## config.mk

```make
export PLATFORM = sky130hd
export DESIGN_NAME = decode_stage_pipelined_flat
export DESIGN_NICKNAME = d
export VERILOG_FILES = /design/src/rtl/decode_stage_pipelined_if.sv /design/src/rtl/decode_stage_pipelined.sv /design/src/flat_wrapper.sv
export SDC_FILE = /design/constraint.sdc
export NUM_CORES = 1
export LEC_CHECK = 0
export ABC_AREA = 1
export ABC_CLOCK_PERIOD_IN_PS = 4790
export CAP_MARGIN = 40
export CORE_MARGIN = 1
export CORE_UTILIZATION = 43
export DETAILED_ROUTE_END_ITERATION = 6
export HOLD_SLACK_MARGIN = 0.08
export SYNTH_ARGS = -nofsm -noshare
export SYNTH_HDL_FRONTEND = slang
export SYNTH_SLANG_ARGS = --single-unit
```

## constraint.sdc

```tcl
create_clock -name clk -period 4.79 [get_ports clk]
set_clock_uncertainty 0.1 [all_clocks]
set_input_delay 1.1975 -clock clk [delete_from_list [all_inputs] [get_ports clk]]
set_output_delay 1.1975 -clock clk [all_outputs]
set_load 0.05 [all_outputs]
```

## src/rtl/decode_stage_pipelined_if.sv

```systemverilog
//------------------------------------------------------------------------------
// Module   : decode_stage_pipelined_if
// Brief    : Fetch, execute, writeback and status signals of the decode stage.
// Revision : 1.0
//------------------------------------------------------------------------------
`default_nettype none

interface decode_stage_pipelined_if #(
    parameter int INSTR_W = 32,
    parameter int REG_AW  = 6,
    parameter int OP_W    = 4,
    parameter int IMM_W   = 15,
    parameter int CNT_W   = 16
);
    logic               in_valid;
    logic               in_ready;
    logic [INSTR_W-1:0] in_instr;

    logic               out_valid;
    logic               out_ready;
    logic               out_imm_sel;
    logic [REG_AW-1:0]  out_rs;
    logic [REG_AW-1:0]  out_rd;
    logic [OP_W-1:0]    out_aluop;
    logic [REG_AW-1:0]  out_rt;
    logic [IMM_W-1:0]   out_imm;
    logic               out_regwrite;

    logic               wb_valid;
    logic [REG_AW-1:0]  wb_rd;
    logic               flush;

    logic [CNT_W-1:0]   stall_cnt;
    logic [CNT_W-1:0]   nop_cnt;

    // Decode stage side
    modport slave (
        input  in_valid, in_instr, out_ready, wb_valid, wb_rd, flush,
        output in_ready, out_valid, out_imm_sel, out_rs, out_rd, out_aluop,
               out_rt, out_imm, out_regwrite, stall_cnt, nop_cnt
    );

    // Fetch / execute / writeback side
    modport master (
        output in_valid, in_instr, out_ready, wb_valid, wb_rd, flush,
        input  in_ready, out_valid, out_imm_sel, out_rs, out_rd, out_aluop,
               out_rt, out_imm, out_regwrite, stall_cnt, nop_cnt
    );
endinterface

`default_nettype wire

```

## src/rtl/decode_stage_pipelined.sv

```systemverilog
//------------------------------------------------------------------------------
// Module   : decode_stage_pipelined
// Brief    : Registered decode stage with operand swap, register scoreboard
//            hazard stalls, NOP bubble removal and saturating perf counters.
// Revision : 1.0
//------------------------------------------------------------------------------
`default_nettype none

module decode_stage_pipelined #(
    parameter int              INSTR_W  = 32,
    parameter int              REG_AW   = 6,
    parameter int              OP_W     = 4,
    parameter int              IMM_W    = 15,
    parameter logic [OP_W-1:0] SWAP_OP0 = 4'b1011,
    parameter logic [OP_W-1:0] SWAP_OP1 = 4'b1001,
    parameter int              CNT_W    = 16
) (
    input  wire logic                 clk,
    input  wire logic                 rst,
    decode_stage_pipelined_if.slave   bus
);
    localparam int               c_nreg    = 2 ** REG_AW;
    localparam logic [CNT_W-1:0] c_cnt_max = '1;

    logic               w_imm_sel;
    logic [REG_AW-1:0]  w_rs_raw;
    logic [REG_AW-1:0]  w_rt_raw;
    logic [REG_AW-1:0]  w_rs;
    logic [REG_AW-1:0]  w_rt;
    logic [REG_AW-1:0]  w_rd;
    logic [OP_W-1:0]    w_aluop;
    logic [IMM_W-1:0]   w_imm;
    logic               w_swap;
    logic               w_nop;

    logic [c_nreg-1:0]  w_wb_clr;
    logic [c_nreg-1:0]  w_out_busy;
    logic [c_nreg-1:0]  w_busy;
    logic               w_hazard;
    logic               w_in_ready;
    logic               w_accept;
    logic               w_nop_acc;
    logic               w_consume;

    logic               out_valid_q,    out_valid_d;
    logic               out_imm_sel_q,  out_imm_sel_d;
    logic [REG_AW-1:0]  out_rs_q,       out_rs_d;
    logic [REG_AW-1:0]  out_rd_q,       out_rd_d;
    logic [OP_W-1:0]    out_aluop_q,    out_aluop_d;
    logic [REG_AW-1:0]  out_rt_q,       out_rt_d;
    logic [IMM_W-1:0]   out_imm_q,      out_imm_d;
    logic               out_regwrite_q, out_regwrite_d;
    logic [c_nreg-1:0]  sb_q,           sb_d;
    logic [CNT_W-1:0]   stall_cnt_q,    stall_cnt_d;
    logic [CNT_W-1:0]   nop_cnt_q,      nop_cnt_d;

    always_comb begin
        w_imm_sel = bus.in_instr[INSTR_W-1];
        w_rs_raw  = bus.in_instr[INSTR_W-2 -: REG_AW];
        w_rd      = bus.in_instr[INSTR_W-2-REG_AW -: REG_AW];
        w_aluop   = bus.in_instr[INSTR_W-2-2*REG_AW -: OP_W];
        w_imm     = bus.in_instr[IMM_W-1:0];
        w_rt_raw  = w_imm[IMM_W-1 -: REG_AW];
        w_swap    = (w_aluop == SWAP_OP0) || (w_aluop == SWAP_OP1);
        w_rs      = w_swap ? w_rd     : w_rs_raw;
        w_rt      = w_swap ? w_rs_raw : w_rt_raw;
        w_nop     = (bus.in_instr == '0);
    end

    // A register is busy if retired-pending in the scoreboard (unless retiring
    // right now) or if it is the target of the entry sitting in the output slot.
    always_comb begin
        w_wb_clr   = '0;
        w_out_busy = '0;
        if (bus.wb_valid) begin
            w_wb_clr[bus.wb_rd] = 1'b1;
        end
        if (out_valid_q && !bus.flush) begin
            w_out_busy[out_rd_q] = 1'b1;
        end
        w_busy = (sb_q & ~w_wb_clr) | w_out_busy;
    end

    always_comb begin
        w_hazard   = !w_nop && (w_busy[w_rs] || (!w_imm_sel && w_busy[w_rt]) || w_busy[w_rd]);
        w_in_ready = !w_hazard && (!out_valid_q || bus.out_ready || bus.flush);
        w_accept   = bus.in_valid && w_in_ready && !w_nop;
        w_nop_acc  = bus.in_valid && w_in_ready && w_nop;
        w_consume  = out_valid_q && bus.out_ready && !bus.flush;
    end

    always_comb begin
        out_valid_d    = out_valid_q;
        out_imm_sel_d  = out_imm_sel_q;
        out_rs_d       = out_rs_q;
        out_rd_d       = out_rd_q;
        out_aluop_d    = out_aluop_q;
        out_rt_d       = out_rt_q;
        out_imm_d      = out_imm_q;
        out_regwrite_d = out_regwrite_q;
        stall_cnt_d    = stall_cnt_q;
        nop_cnt_d      = nop_cnt_q;

        if (w_accept) begin
            out_valid_d    = 1'b1;
            out_imm_sel_d  = w_imm_sel;
            out_rs_d       = w_rs;
            out_rd_d       = w_rd;
            out_aluop_d    = w_aluop;
            out_rt_d       = w_rt;
            out_imm_d      = w_imm;
            out_regwrite_d = 1'b1;
        end else if (bus.flush || bus.out_ready) begin
            out_valid_d = 1'b0;
        end

        // Clear first so a same-cycle set of the same register takes priority.
        sb_d = sb_q & ~w_wb_clr;
        if (w_consume) begin
            sb_d[out_rd_q] = 1'b1;
        end

        if (bus.in_valid && !w_in_ready && (stall_cnt_q != c_cnt_max)) begin
            stall_cnt_d = stall_cnt_q + 1'b1;
        end
        if (w_nop_acc && (nop_cnt_q != c_cnt_max)) begin
            nop_cnt_d = nop_cnt_q + 1'b1;
        end
    end

    always_ff @(posedge clk) begin
        if (rst) begin
            out_valid_q    <= 1'b0;
            out_imm_sel_q  <= 1'b0;
            out_rs_q       <= '0;
            out_rd_q       <= '0;
            out_aluop_q    <= '0;
            out_rt_q       <= '0;
            out_imm_q      <= '0;
            out_regwrite_q <= 1'b0;
            sb_q           <= '0;
            stall_cnt_q    <= '0;
            nop_cnt_q      <= '0;
        end else begin
            out_valid_q    <= out_valid_d;
            out_imm_sel_q  <= out_imm_sel_d;
            out_rs_q       <= out_rs_d;
            out_rd_q       <= out_rd_d;
            out_aluop_q    <= out_aluop_d;
            out_rt_q       <= out_rt_d;
            out_imm_q      <= out_imm_d;
            out_regwrite_q <= out_regwrite_d;
            sb_q           <= sb_d;
            stall_cnt_q    <= stall_cnt_d;
            nop_cnt_q      <= nop_cnt_d;
        end
    end

    assign bus.in_ready     = w_in_ready;
    assign bus.out_valid    = out_valid_q;
    assign bus.out_imm_sel  = out_imm_sel_q;
    assign bus.out_rs       = out_rs_q;
    assign bus.out_rd       = out_rd_q;
    assign bus.out_aluop    = out_aluop_q;
    assign bus.out_rt       = out_rt_q;
    assign bus.out_imm      = out_imm_q;
    assign bus.out_regwrite = out_regwrite_q;
    assign bus.stall_cnt    = stall_cnt_q;
    assign bus.nop_cnt      = nop_cnt_q;

endmodule

`default_nettype wire

```

## src/flat_wrapper.sv

```systemverilog
// flat-port wrapper written by rule: the top's interface ports become plain ports
module decode_stage_pipelined_flat 
#(
    parameter int              INSTR_W  = 32,
    parameter int              REG_AW   = 6,
    parameter int              OP_W     = 4,
    parameter int              IMM_W    = 15,
    parameter logic [OP_W-1:0] SWAP_OP0 = 4'b1011,
    parameter logic [OP_W-1:0] SWAP_OP1 = 4'b1001,
    parameter int              CNT_W    = 16
)
  (clk, rst, bus_in_valid, bus_in_instr, bus_out_ready, bus_wb_valid, bus_wb_rd, bus_flush, bus_in_ready, bus_out_valid, bus_out_imm_sel, bus_out_rs, bus_out_rd, bus_out_aluop, bus_out_rt, bus_out_imm, bus_out_regwrite, bus_stall_cnt, bus_nop_cnt);
  decode_stage_pipelined_if #(.INSTR_W(INSTR_W), .REG_AW(REG_AW), .OP_W(OP_W), .IMM_W(IMM_W), .CNT_W(CNT_W)) bus_i ();
  input  wire logic clk;
  input  wire logic rst;
  input wire logic [$bits(bus_i.in_valid)-1:0] bus_in_valid;
  input wire logic [$bits(bus_i.in_instr)-1:0] bus_in_instr;
  input wire logic [$bits(bus_i.out_ready)-1:0] bus_out_ready;
  input wire logic [$bits(bus_i.wb_valid)-1:0] bus_wb_valid;
  input wire logic [$bits(bus_i.wb_rd)-1:0] bus_wb_rd;
  input wire logic [$bits(bus_i.flush)-1:0] bus_flush;
  output wire logic [$bits(bus_i.in_ready)-1:0] bus_in_ready;
  output wire logic [$bits(bus_i.out_valid)-1:0] bus_out_valid;
  output wire logic [$bits(bus_i.out_imm_sel)-1:0] bus_out_imm_sel;
  output wire logic [$bits(bus_i.out_rs)-1:0] bus_out_rs;
  output wire logic [$bits(bus_i.out_rd)-1:0] bus_out_rd;
  output wire logic [$bits(bus_i.out_aluop)-1:0] bus_out_aluop;
  output wire logic [$bits(bus_i.out_rt)-1:0] bus_out_rt;
  output wire logic [$bits(bus_i.out_imm)-1:0] bus_out_imm;
  output wire logic [$bits(bus_i.out_regwrite)-1:0] bus_out_regwrite;
  output wire logic [$bits(bus_i.stall_cnt)-1:0] bus_stall_cnt;
  output wire logic [$bits(bus_i.nop_cnt)-1:0] bus_nop_cnt;
  assign bus_i.in_valid = bus_in_valid;
  assign bus_i.in_instr = bus_in_instr;
  assign bus_i.out_ready = bus_out_ready;
  assign bus_i.wb_valid = bus_wb_valid;
  assign bus_i.wb_rd = bus_wb_rd;
  assign bus_i.flush = bus_flush;
  assign bus_in_ready = bus_i.in_ready;
  assign bus_out_valid = bus_i.out_valid;
  assign bus_out_imm_sel = bus_i.out_imm_sel;
  assign bus_out_rs = bus_i.out_rs;
  assign bus_out_rd = bus_i.out_rd;
  assign bus_out_aluop = bus_i.out_aluop;
  assign bus_out_rt = bus_i.out_rt;
  assign bus_out_imm = bus_i.out_imm;
  assign bus_out_regwrite = bus_i.out_regwrite;
  assign bus_stall_cnt = bus_i.stall_cnt;
  assign bus_nop_cnt = bus_i.nop_cnt;
  decode_stage_pipelined #(.INSTR_W(INSTR_W), .REG_AW(REG_AW), .OP_W(OP_W), .IMM_W(IMM_W), .SWAP_OP0(SWAP_OP0), .SWAP_OP1(SWAP_OP1), .CNT_W(CNT_W)) u_core (.clk(clk), .rst(rst), .bus(bus_i));
endmodule
```

# After elaboration in Yosys (flattened, before gate mapping)
# Cells that the tools add are included.
[op_classes]
addsub = 2
order_cmp = 7
n_eq_ne = 4
n_mux = 17
n_bitwise = 4
n_reduce_logical = 28
[ops]
columns = ["cell", "n"]
rows = [
  ["2-to-1 mux 64 bit", 3],
  ["bitwise OR 64 bit", 2],
  ["AND 64 bit", 1],
  ["inverter 64 bit", 1],
  ["< comparator 6 x 7 -> 1 bit (second input constant)", 5],
  ["adder 16 x 1 -> 16 bit (second input constant)", 2],
  ["logical NOT 32 bit", 1],
  ["inequality test 16 bit (second input constant)", 2],
  ["binary-select mux 1 bit (select 6 bit)", 3],
  ["logical AND 1 bit", 14],
  ["demux 1 bit (select 6 bit)", 2],
  [">= comparator 6 x 1 -> 1 bit (second input constant)", 2],
  ["2-to-1 mux 6 bit", 2],
  ["== test 4 bit (second input constant)", 2],
  ["2-to-1 mux 1 bit", 7],
  ["logical NOT 1 bit", 6],
  ["logical OR 1 bit", 6],
  ["nonzero test 2 bit", 1],
]
[totals]
ff_bits = 136
in_bits = 44
out_inout_bits = 73
word_cells = 73

# Depth between registers and ports, before layout
# Gate-level depths: netlist of the first run.
[logic_depth]
depth_word = 19
depth_mapped = 23
ltp_nobuf = 21

# Worst setup path after synthesis of the first run
# Ideal clock, no wire load.
[synth_path]
path_type = "input -> output"
start = "in bus_wb_valid"
end = "out bus_in_ready"
arrival_time_ns = 3.098
required_ns = 3.493
slack_ns = 0.394
cell_stages = 20
n_path_buf = 2
path_cell_list = "buf_4 nand2_1 inv_2 nand2_1 o21ai_1 nand2_1 nand2_1 nand2_1 a21oi_1 nand2_1 nand3_1 nand3_1 nand2_1 nand2_1 nand2_1 nand3_1 nand2_2 nand2_2 inv_2 buf_2"
[synth_between]
elab_chain_len = 12
word_cells_on_any_way = 16
cone_classes = "mux (7); bitwise (3); reduce/logical (6)"
[synth_rtl]
columns = ["element", "line", "rtl"]
rows = [
  ["start, declared", "flat_wrapper.sv:19", "input wire logic [$bits(bus_i.wb_valid)-1:0] bus_wb_valid;"],
  ["2-to-1 mux 64 bit (*)", "decode_stage_pipelined.sv:75", "if (bus.wb_valid) begin"],
  ["inverter 64 bit (*)", "decode_stage_pipelined.sv:81", "w_busy = (sb_q & ~w_wb_clr) | w_out_busy;"],
  ["AND 64 bit (*)", "decode_stage_pipelined.sv:81", ""],
  ["bitwise OR 64 bit (*)", "decode_stage_pipelined.sv:81", ""],
  ["binary-select mux 1 bit (select 6 bit)", "decode_stage_pipelined.sv:85", "w_hazard = !w_nop && (w_busy[w_rs] || (!w_imm_sel && w_busy[w_rt]) || w_busy[w_rd]);"],
  ["2-to-1 mux 1 bit (implied by the code)", "decode_stage_pipelined.sv:85", ""],
  ["logical AND 1 bit", "decode_stage_pipelined.sv:85", ""],
  ["logical OR 1 bit", "decode_stage_pipelined.sv:85", ""],
  ["logical OR 1 bit (*)", "decode_stage_pipelined.sv:85", ""],
  ["logical AND 1 bit (*)", "decode_stage_pipelined.sv:85", ""],
  ["logical NOT 1 bit (*)", "decode_stage_pipelined.sv:86", "w_in_ready = !w_hazard && (!out_valid_q || bus.out_ready || bus.flush);"],
  ["logical AND 1 bit (*)", "decode_stage_pipelined.sv:86", ""],
  ["end, declared", "flat_wrapper.sv:22", "output wire logic [$bits(bus_i.in_ready)-1:0] bus_in_ready;"],
]
# Mark *: on every way between the ends. The rest lies on a longest branch, timed or not. The select of a mux whose other input is x is not followed.

# Final worst setup path of the first run
[layout_path]
start = "in bus_wb_rd[0]"
end = "out bus_in_ready"
[layout_between]
elab_chain_len = 16
word_cells_on_any_way = 21
cone_classes = "order compare (2); mux (9); bitwise (3); reduce/logical (7)"
[layout_rtl]
columns = ["element", "line", "rtl"]
rows = [
  ["start, declared", "flat_wrapper.sv:20", "input wire logic [$bits(bus_i.wb_rd)-1:0] bus_wb_rd;"],
  ["< comparator 6 x 7 -> 1 bit (implied by the code) or >= comparator 6 x 1 -> 1 bit (tied branches)", "decode_stage_pipelined.sv:76", "w_wb_clr[bus.wb_rd] = 1'b1;"],
  ["logical AND 1 bit (implied by the code)", "decode_stage_pipelined.sv:76", ""],
  ["2-to-1 mux 1 bit (implied by the code)", "decode_stage_pipelined.sv:76", ""],
  ["demux 1 bit (select 6 bit) (*)", "n/a", ""],
  ["2-to-1 mux 64 bit (*)", "decode_stage_pipelined.sv:75", ""],
  ["inverter 64 bit (*)", "decode_stage_pipelined.sv:81", ""],
  ["AND 64 bit (*)", "decode_stage_pipelined.sv:81", ""],
  ["bitwise OR 64 bit (*)", "decode_stage_pipelined.sv:81", ""],
  ["binary-select mux 1 bit (select 6 bit)", "decode_stage_pipelined.sv:85", ""],
  ["2-to-1 mux 1 bit (implied by the code)", "decode_stage_pipelined.sv:85", ""],
  ["logical AND 1 bit", "decode_stage_pipelined.sv:85", ""],
  ["logical OR 1 bit", "decode_stage_pipelined.sv:85", ""],
  ["logical OR 1 bit (*)", "decode_stage_pipelined.sv:85", ""],
  ["logical AND 1 bit (*)", "decode_stage_pipelined.sv:85", ""],
  ["logical NOT 1 bit (*)", "decode_stage_pipelined.sv:86", ""],
  ["logical AND 1 bit (*)", "decode_stage_pipelined.sv:86", ""],
]
# Marks and branches as above.

==> impl_metrics.tcl, run 1 <==
set metrics [dict create \
    syn_area_mm2 0.008788 \
    pwr-share-clk_pct 39.0 \
    syn2layout_area_growth_pct 45.30 \
    gr-usage-all-layers_pct 36.53 \
    portBuffers 116 \
    finalHoldViolations 0 \
    tightest_slew_ns 0.8195 \
    via_per_inst 5.876 \
    maxSlewHeadroom_pct 45.31 \
    status "finished, final reports clean" \
    die_area_mm2 0.02101 \
    die_w_um 145.0 \
    detail-route-antenna-nets 0 \
    grt_max_degree 64 \
    drt_first_pass_iters 7 \
    pwr-share-seq_pct 35.9 \
    ir_drop_mv 0.2116 \
    p_per_area_mw_per_mm2 255.9 \
    grt_pass1_wl_mm 59.96 \
    clkTransAtPathRegs_ns 0.06 \
    placed_area_mm2 0.01132 \
    cts_made_buffers 17 \
    wl_mm 39.82 \
    cts-root-buf "clkbuf_16" \
    power.switching_uw 1108 \
    gp_congestion 1.097 \
    drtIter0Drc 1061 \
    crit_fanout 7 \
    clock_latency_ns 0.43 \
    power_frac_comb_pct 25.1 \
    layout.nets 1752 \
    critPathRequiredTime_ns 3.49 \
    dr_total_vias 11657 \
    p_leak_uw 0.005173 \
    wire_per_inst_um 20.07 \
    cts.sinks 136 \
    yosysSeqAreaShare_pct 30.98 \
    max_cap_violations 0 \
    period_share_pct 98.12 \
    drv_slew 0 \
    p_int_uw 2160 \
    finalCriticalPeriod_ns 4.700 \
    fin_area_mm2 0.01277 \
    critPathLaunchType "primary input" \
    setup_violations 0 \
    initial_core_util_pct 44.57 \
    dpl.cell_count 1932 \
    hold_buffers 0 \
    coreArea_mm2 0.01972 \
    cts_max_level 4 \
    rows 51 \
    final_cells 1984 \
    hold_path.class "reg2reg" \
    final_layout_size_suffix_gt1_share_pct 20.61 \
    maxClockFrequency_mhz 212.8 \
    swShare_pct 33.90 \
    pin_count 117 \
    synth_cells 1467 \
    drcViolationCount 0 \
    synth_cell_types 32 \
    synth_nets 1513 \
    cts_tree "built" \
    critical_path_class "in2out" \
    avgSynthCellArea_um2 5.991 \
    dp_hpwl_mm 26.60 \
    yosysWarnings 0 \
    worstPathArrival_ns 3.40 \
    cts.path.max_buffers 2 \
    end_kind "output port" \
    grt-ovfl-total 0 \
    ys_ff_latch 136 \
    grt_pass1_vias 10698 \
    antenna_found_initial 0 \
    fp.dieH_um 145.0 \
]
[what timing repair did]
action | 4_1_cts | 5_1_grt
pin swaps | 19 | 20
setup endpoints to repair | 1 | 1
cloned | 1 | 4
setup buffers | 5 | 11
hold endpoints to repair | 0 | 0
gates resized for setup | 108 | 87
[final timing paths]
check / startpoint / end / slack [ns] / depth (start not counted)
max reg2reg: u_core.bus.out_rd[0] / u_core.bus.stall_cnt[6] / 1.09 / 20
min reg2reg: u_core.bus.out_regwrite / u_core.bus.out_regwrite / 0.35 / 2
max: bus_wb_rd[0] / bus_in_ready / 0.09 / 20
min: u_core.bus.out_regwrite / u_core.bus.out_regwrite / 0.35 / 2
[per-layer routing]
layer / vias up / GRT usage [%] / wire [um]
met5: - / 0 / 0
met2: 713 / 56.32 / 17010
li1: 5472 / - / -
met1: 5278 / 47.47 / 15730
met4: 0 / 18.51 / 2420
met3: 194 / 8.491 / 4653
[power groups by stage]
stage / clock, uW / sequential [uW] / combinational (uW)
detailed placement: 0 / 1200 / 725
CTS: 1290 / 1170 / 758
finish: 1280 / 1170 / 821
floorplan: 0 / 1270 / 314
global route: 1350 / 1170 / 858
global placement: 0 / 1200 / 726
[logic make-up after synthesis]
| logic type | share of synthesized area [%] |
|---|---|
| AND/OR/NAND/NOR | 47.41 |
| AO/OA/AOI/OAI | 12.87 |
| buffers and inverters | 7.062 |
| flip-flops | 30.98 |
| XOR/XNOR | 1.395 |
| adder cells (fa/ha/maj) | 0.2847 |
[layout by cell type, fill, tap and decap left out, types with 3 or more instances in the layout]
cell type        synthesis  layout
clkdlybuf4s50_1          0     100
clkinv_2                 0       4
nor3_1                  10       9
dlygate4sd2_1            0       3
buf_6                    2      18
o21ai_4                  2      19
dfxtp_1                136     136
inv_2                   14      14
o21ai_0                 10       4
inv_1                   57      54
nand4_1                 52      52
clkinvlp_4               0       5
nor2_2                   0       5
nor4_1                  10      10
inv_6                    0       7
nand3b_1                 3       3
o21ai_2                  4      25
clkbuf_2                 0       8
nand3_1                310     281
clkbuf_16                0      21
xor2_1                   8       8
nand3_2                  1      29
nor2_1                 148     136
nand2_4                  0       3
a21oi_1                145     142
nand2_2                  2      20
xnor2_1                  6       6
a21oi_2                  0       3
nor2_4                   0       7
nand2_1                412     391
o21ai_1                 50      18
buf_4                    5     139
buf_12                   0      20
[layout make-up]
class,count,area (um2)
sequential,136,2723
timing repair buffer,295,2844
clock inverter,13,118.9
multi-input combinational,1182,6028
inverter,74,292.8
clock buffer,18,429.2
fill,1840,6948
antenna,1,2.502
tap,265,331.6
[sequential cells by signal, summed over array words and instances, names as in the netlist, 4 cells and up]
register / cells
u_core.bus.out_imm: 15
u_core.bus.out_aluop: 4
u_core.bus.out_rd: 6
u_core.bus.out_rt: 6
u_core.bus.stall_cnt: 16
u_core.sb_q: 64
u_core.bus.nop_cnt: 16
u_core.bus.out_rs: 6
[Yosys cell counts]
library cell  number  area (um2)
a211oi_1           1       7.510
a21oi_1          145       725.7
a22oi_1            2       15.01
buf_1              7       26.28
buf_2             22       110.1
buf_4              5       37.54
buf_6              2       22.52
clkbuf_1          39       146.4
clkinv_1           3       11.26
dfxtp_1          136        2723
ha_1               2       25.02
inv_1             57       214.0
inv_2             14       52.55
nand2_1          412        1546
nand2_2            2       12.51
nand3_1          310        1551
nand3_2            1       10.01
nand3_4            1       17.52
nand3b_1           3       22.52
nand4_1           52       325.3
nand4_2            1       12.51
nor2_1           148       555.5
nor3_1            10       50.05
nor4_1            10       62.56
o211ai_1           1       7.510
o21ai_0           10       50.05
o21ai_1           50       250.2
o21ai_2            4       35.03
o21ai_4            2       32.53
o21bai_1           1       7.510
xnor2_1            6       52.55
xor2_1             8       70.07
[worst max-delay path, cell delays in order]
cell and delay (ns):
dlygate4sd2_1 0.24, nand2_2 0.07, inv_2 0.09, buf_4 0.12, nand2_1 0.08, buf_12 0.17, o21ai_4 0.18, nand2_4 0.10
a21oi_2 0.12, nand2_1 0.07, nand3_1 0.09, nand3_2 0.10, nand3_1 0.10, nand3_2 0.08, nand3_2 0.07, nand3_2 0.10
nand2_2 0.09, nand2_2 0.07, inv_2 0.10, buf_12 0.14
[metrics by stage]
stage	hold WS (ns)	setup WS (ns)	TNS [ns]	power [uW]	util, %
3_5_place_dp	0.3395	-0.4170	-0.4170	1921	57.42
6_report	0.3489	0.09012	0	3268	64.76
5_1_grt	0.3747	-0.01698	-0.01698	3380	64.75
4_1_cts	0.3499	0.01310	0	3221	62.46
3_3_place_gp	0.3383	-0.4138	-0.4138	1922	57.42
2_1_floorplan	0.3459	0.3941	0	1588	-
Power figures use the tool's default switching activity.
==> inputs of run 2 (changes only) <==
Settings changed: CTS_CLUSTER_DIAMETER set to 30, MAX_ROUTING_LAYER set to met4.
==> impl_metrics.tcl, run 2 (same netlist as run 1, synthesis figures left out) <==
set metrics [dict create \
    top_register "u_core.sb_q" \
    r2r_slack_ns 1.11 \
    detail-route-antenna-nets 0 \
    layout_common_cells "nand2_1 (385), nand3_1 (284), a21oi_1 (142)" \
    nFillCells 1816 \
    cts_made_buffers 17 \
    ir_drop_mv 0.2208 \
    drv_slew 0 \
    grt_pass1_vias 10754 \
    cts_tree "built" \
    dp_hpwl_mm 26.43 \
    initial_core_util_pct 44.57 \
    rr_endpoint "u_core.bus.nop_cnt[14]" \
    cpPeakStageDelay_ns 0.45 \
    finalCriticalPeriod_ns 4.697 \
    setup_violations 0 \
    drt_first_pass_iters 7 \
    die_area_mm2 0.02101 \
    worst-path-buf-inv 5 \
    layout_commonest_cell "nand2_1" \
    maxSlewHeadroom_pct 45.24 \
    cts_max_level 4 \
    maxClockFrequency_mhz 212.9 \
    grt_max_degree 65 \
    hold_path_end "u_core.bus.out_regwrite" \
    pin_count 117 \
    critPathTopFamily "simple AND/OR/NAND/NOR gates" \
    status "finished, final reports clean" \
    rows 51 \
    crit_fanout 14 \
    antenna_found_initial 0 \
    syn2layout_area_growth_pct 46.34 \
    p_leak_uw 0.005205 \
    cpMaxStageDelayCell "clkdlybuf4s50_1" \
    reg2reg_depth 24 \
    path_cells "clkdlybuf4s50_1, nand2_1, nand2_4, inv_4, buf_12, nand3_1, nand3_1, nand3_1, nand3_1, nand2_1, nand2_1, nand3_1, nand3_2, nand3_2, nand2_2, nand2_2, inv_2, buf_12" \
    fp.dieH_um 145.0 \
    via_per_inst 5.840 \
    critPathRequiredTime_ns 3.49 \
    p_per_area_mw_per_mm2 259.3 \
    hold_start "u_core.bus.out_regwrite" \
    drcViolationCount 0 \
    crit_top_cell "nand3_1" \
    wire_per_inst_um 19.69 \
    critical_path_class "in2out" \
    critPathLaunchType "primary input" \
    final_core_util_pct 65.23 \
    p_total_uw 3335 \
    layout.nets 1756 \
    cts-root-buf "clkbuf_16" \
    r2r_start "u_core.bus.out_rd[1]" \
    end_kind "output port" \
    drtIter0Drc 1232 \
    gr-usage-all-layers_pct 36.88 \
    coreArea_mm2 0.01972 \
    grt-ovfl-total 0 \
    placed_area_mm2 0.01136 \
    clock_latency_ns 0.43 \
    path_depth 18 \
    worstPathArrival_ns 3.40 \
    finalHoldViolations 0 \
    die_w_um 145.0 \
    clkTransAtPathRegs_ns 0.06 \
    hold_path.class "reg2reg" \
    wl_mm 39.13 \
    max_cap_violations 0 \
    portBuffers 116 \
    largest_reg_flops 64 \
    cts.sinks 136 \
    fin_area_mm2 0.01286 \
    n_antenna_cell 0 \
    holdPathStages 2 \
    grt_pass1_wl_mm 58.93 \
    period_share_pct 98.07 \
    gp_congestion 1.052 \
    tightest_slew_ns 0.8190 \
    cts.path.max_buffers 2 \
    hold_buffers 0 \
    final_layout_size_suffix_gt1_share_pct 21.60 \
    dr_total_vias 11604 \
]
run 2: cell count changes in the layout (fill, tap and decap cells not counted), sizes merged:
cell	delta
buf	+6
bufinv	+1
clkdlybuf4s15	+1
clkinvlp	-3
diode	-1
dlygate4sd2	-3
dlymetal6s2s	+1
inv	+1
run 2: worst max path at each step:
stage,start,endpoint
finish,bus_in_instr[9],bus_in_ready
CTS,bus_flush,bus_in_ready
detailed placement,bus_wb_rd[0],bus_in_ready
global placement,bus_wb_rd[0],bus_in_ready
global route,bus_wb_rd[3],bus_in_ready
floorplan,bus_wb_valid,bus_in_ready
run 2: metrics by stage:
step	setup TNS (ns)	cells	worst slack [ns]	hold WS, ns
after floorplan	0	1467	0.3941	0.3459
after global placement	-0.3942	1934	-0.3942	0.3383
after detailed placement	-0.4141	1934	-0.4141	0.3408
after CTS	0	1972	0.0002034	0.3509
after global routing	-0.01977	1987	-0.01977	0.3751
final	0	1987	0.09258	0.3486
run 2: worst reg2reg max path, stage by stage (launching register included):
cell,delay (ns)
dfxtp_1,0.36
inv_1,0.14
nand3_1,0.61
nor2_1,0.34
nand2_1,0.09
nand2_2,0.10
buf_4,0.12
nand2_1,0.05
nand3_1,0.09
nand3_2,0.08
nand3_1,0.11
nand3_1,0.07
nand3_1,0.09
nand3_2,0.08
nand3_2,0.10
nand2_2,0.07
buf_4,0.13
buf_4,0.12
buf_4,0.14
nand3_1,0.11
nor2_1,0.09
buf_12,0.19
nand3_1,0.08
nand2_1,0.05
nor2_1,0.13
run 2: area by class of cell:
cell class / count / area [um2] / area share, %
clock inverter: 12 / 138.9 / 1.080
sequential: 136 / 2723 / 21.17
timing repair buffer: 299 / 2858 / 22.22
inverter: 74 / 291.5 / 2.267
tap: 265 / 331.6 / 2.578
multi-input combinational: 1182 / 6076 / 47.24
clock buffer: 19 / 442.9 / 3.444
run 2: per-layer routing:
metal / GRT usage [%] / wire length (um)
met2: 56.15 / 17420
met1: 46.21 / 15580
met5: - / 0
met3: 8.491 / 4391
met4: 16.81 / 1738
run 2: what timing repair did:
item / in CTS / in global routing
setup endpoints to repair: 1 / 1
buffers inserted: 6 / 13
pin swaps: 7 / 33
gates cloned: 1 / 2
resized for setup: 66 / 148
run 2: report_power, final:
part	internal (uW)	total [uW]	switching, uW
logic	293	822	530
clock network	786	1340	556
registers	1150	1170	17.3
==> inputs of run 3 (changes only) <==
Settings changed: CTS_BUF_LIST set to sky130_fd_sc_hd__clkbuf_8.
==> impl_metrics.tcl, run 3 (same netlist as run 1, synthesis figures left out) <==
set metrics [dict create \
    maxClockFrequency_mhz 213.3 \
    hold_path_end "u_core.bus.out_regwrite" \
    hold_path.class "reg2reg" \
    drt_first_pass_iters 7 \
    cts_max_level 4 \
    cts.sinks 136 \
    p_per_area_mw_per_mm2 235.2 \
    final_core_util_pct 64.68 \
    rr_endpoint "u_core.bus.nop_cnt[0]" \
    dp_hpwl_mm 26.43 \
    cts.path.max_buffers 2 \
    cts_tree "built" \
    fin_area_mm2 0.01275 \
    ir_drop_mv 0.1635 \
    clkTransAtPathRegs_ns 0.09 \
    via_per_inst 5.857 \
    rows 51 \
    final_cells 1989 \
    wire_per_inst_um 19.71 \
    antenna_found_initial 0 \
    r2r_slack_ns 1.14 \
    cts_made_buffers 17 \
    max_cap_violations 0 \
    finalCriticalPeriod_ns 4.688 \
    period_share_pct 97.87 \
    status "finished with violations" \
    hold_buffers 0 \
    dpl.cell_count 1934 \
    gp_congestion 1.052 \
    gr-usage-all-layers_pct 36.91 \
    finalSetupTns_ns 0 \
    holdPathStages 2 \
    largest_reg_flops 64 \
    pin_count 117 \
    layout_common_cells "nand2_1 (385), nand3_1 (276), a21oi_1 (142)" \
    detail-route-antenna-nets 0 \
    reg2reg_depth 24 \
    critPathRequiredTime_ns 3.49 \
    fp.dieH_um 145.0 \
    maxSlewHeadroom_pct 47.14 \
    grt_pass1_vias 10744 \
    crit_fanout 5 \
    syn2layout_area_growth_pct 45.12 \
    coreArea_mm2 0.01972 \
    top_register "u_core.sb_q" \
    die_w_um 145.0 \
    dr_total_vias 11650 \
    setup_violations 0 \
    die_area_mm2 0.02101 \
    p_leak_uw 0.005161 \
    drv_slew 0 \
    layout.nets 1758 \
    worstPathArrival_ns 3.39 \
    violations "design-rule violations" \
    initial_core_util_pct 44.57 \
    clock_latency_ns 0.48 \
    n_antenna_cell 0 \
    placed_area_mm2 0.01136 \
    critPathLaunchType "primary input" \
    hold_start "u_core.bus.out_regwrite" \
    tightest_slew_ns 0.7920 \
    grt_pass1_wl_mm 58.94 \
    finalHoldViolations 0 \
    cts-root-buf "clkbuf_8" \
    critical_path_class "in2out" \
    end_kind "output port" \
    drtIter0Drc 1272 \
    layout_commonest_cell "nand2_1" \
    portBuffers 116 \
    grt_max_degree 65 \
    final_layout_size_suffix_gt1_share_pct 22.04 \
    grt-ovfl-total 0 \
    drcViolationCount 6 \
    r2r_start "u_core.bus.out_rd[1]" \
    wl_mm 39.20 \
]
==> run 3: cell count changes in the layout (fill, tap and decap cells not counted), moves of 2 or more <==
cell / delta
nor2_1: +2
clkbuf_8: +17
clkbuf_16: -16
nand3_1: -8
nand3_2: +9
nor2_2: -2
buf_8: +2
buf_4: -3
==> run 3: worst max path at each step <==
stage / cells past startpoint / to / from
finish: 15 / bus_in_ready / bus_in_instr[21]
global route: 20 / bus_in_ready / bus_wb_rd[3]
CTS: 18 / bus_in_ready / bus_in_instr[19]
detailed placement: 22 / bus_in_ready / bus_wb_rd[0]
global placement: 22 / bus_in_ready / bus_wb_rd[0]
floorplan: 20 / bus_in_ready / bus_wb_valid
==> run 3: layout make-up <==
class	count	area (um2)
multi-input cells	1182	6096
inverters	74	291.5
repair buffers	301	2922
clock inverters	13	142.6
fillers	1834	6964
well taps	265	331.6
flip-flops and latches	136	2723
clock buffers	18	247.7
==> run 3: layer usage <==
layer	up-vias	share of wire, %	GRT usage (%)
met3	169	12	8.176
met1	5309	40	46.44
met4	0	4.9	16.97
met2	697	44	56.15
met5	-	0	-
li1	5475	-	-
==> run 3: what timing repair did <==
| item | in CTS | in global routing |
|---|---|---|
| endpoints found under the setup margin | 1 | 1 |
| cloned | 1 | 3 |
| gates resized for setup | 64 | 158 |
| buffers inserted | 6 | 14 |
| pin swaps | 8 | 36 |
==> run 3: power breakdown <==
| group | switching [uW] | total, uW | leakage [uW] | internal (uW) |
|---|---|---|---|---|
| registers | 17.3 | 1170 | 0.00110 | 1150 |
| clock network | 520 | 1000 | 0.000202 | 479 |
| logic | 532 | 830 | 0.00386 | 298 |
| total | 1070 | 3000 | 0.00516 | 1930 |
==> run 3: per-stage QoR <==
step	setup slack, ns	total power, uW	hold WS (ns)
detailed placement	-0.4141	1925	0.3408
finish	0.1023	3000	0.3518
floorplan	0.3941	1588	0.3459
global placement	-0.3942	1926	0.3383
global route	-0.04119	3101	0.3793
CTS	0.001407	2928	0.3546
==> run 3: worst max-delay path: stages <==
cell             delay, ns
clkdlybuf4s50_1       0.55
clkinv_1              0.13
o21ai_2               0.24
buf_6                 0.20
nand3_1               0.10
nand3_1               0.14
nand2_1               0.10
nand2_1               0.06
nand3_1               0.07
nand2_1               0.09
nand3_2               0.11
nand2_2               0.09
nand2_2               0.06
inv_2                 0.09
buf_12                0.14
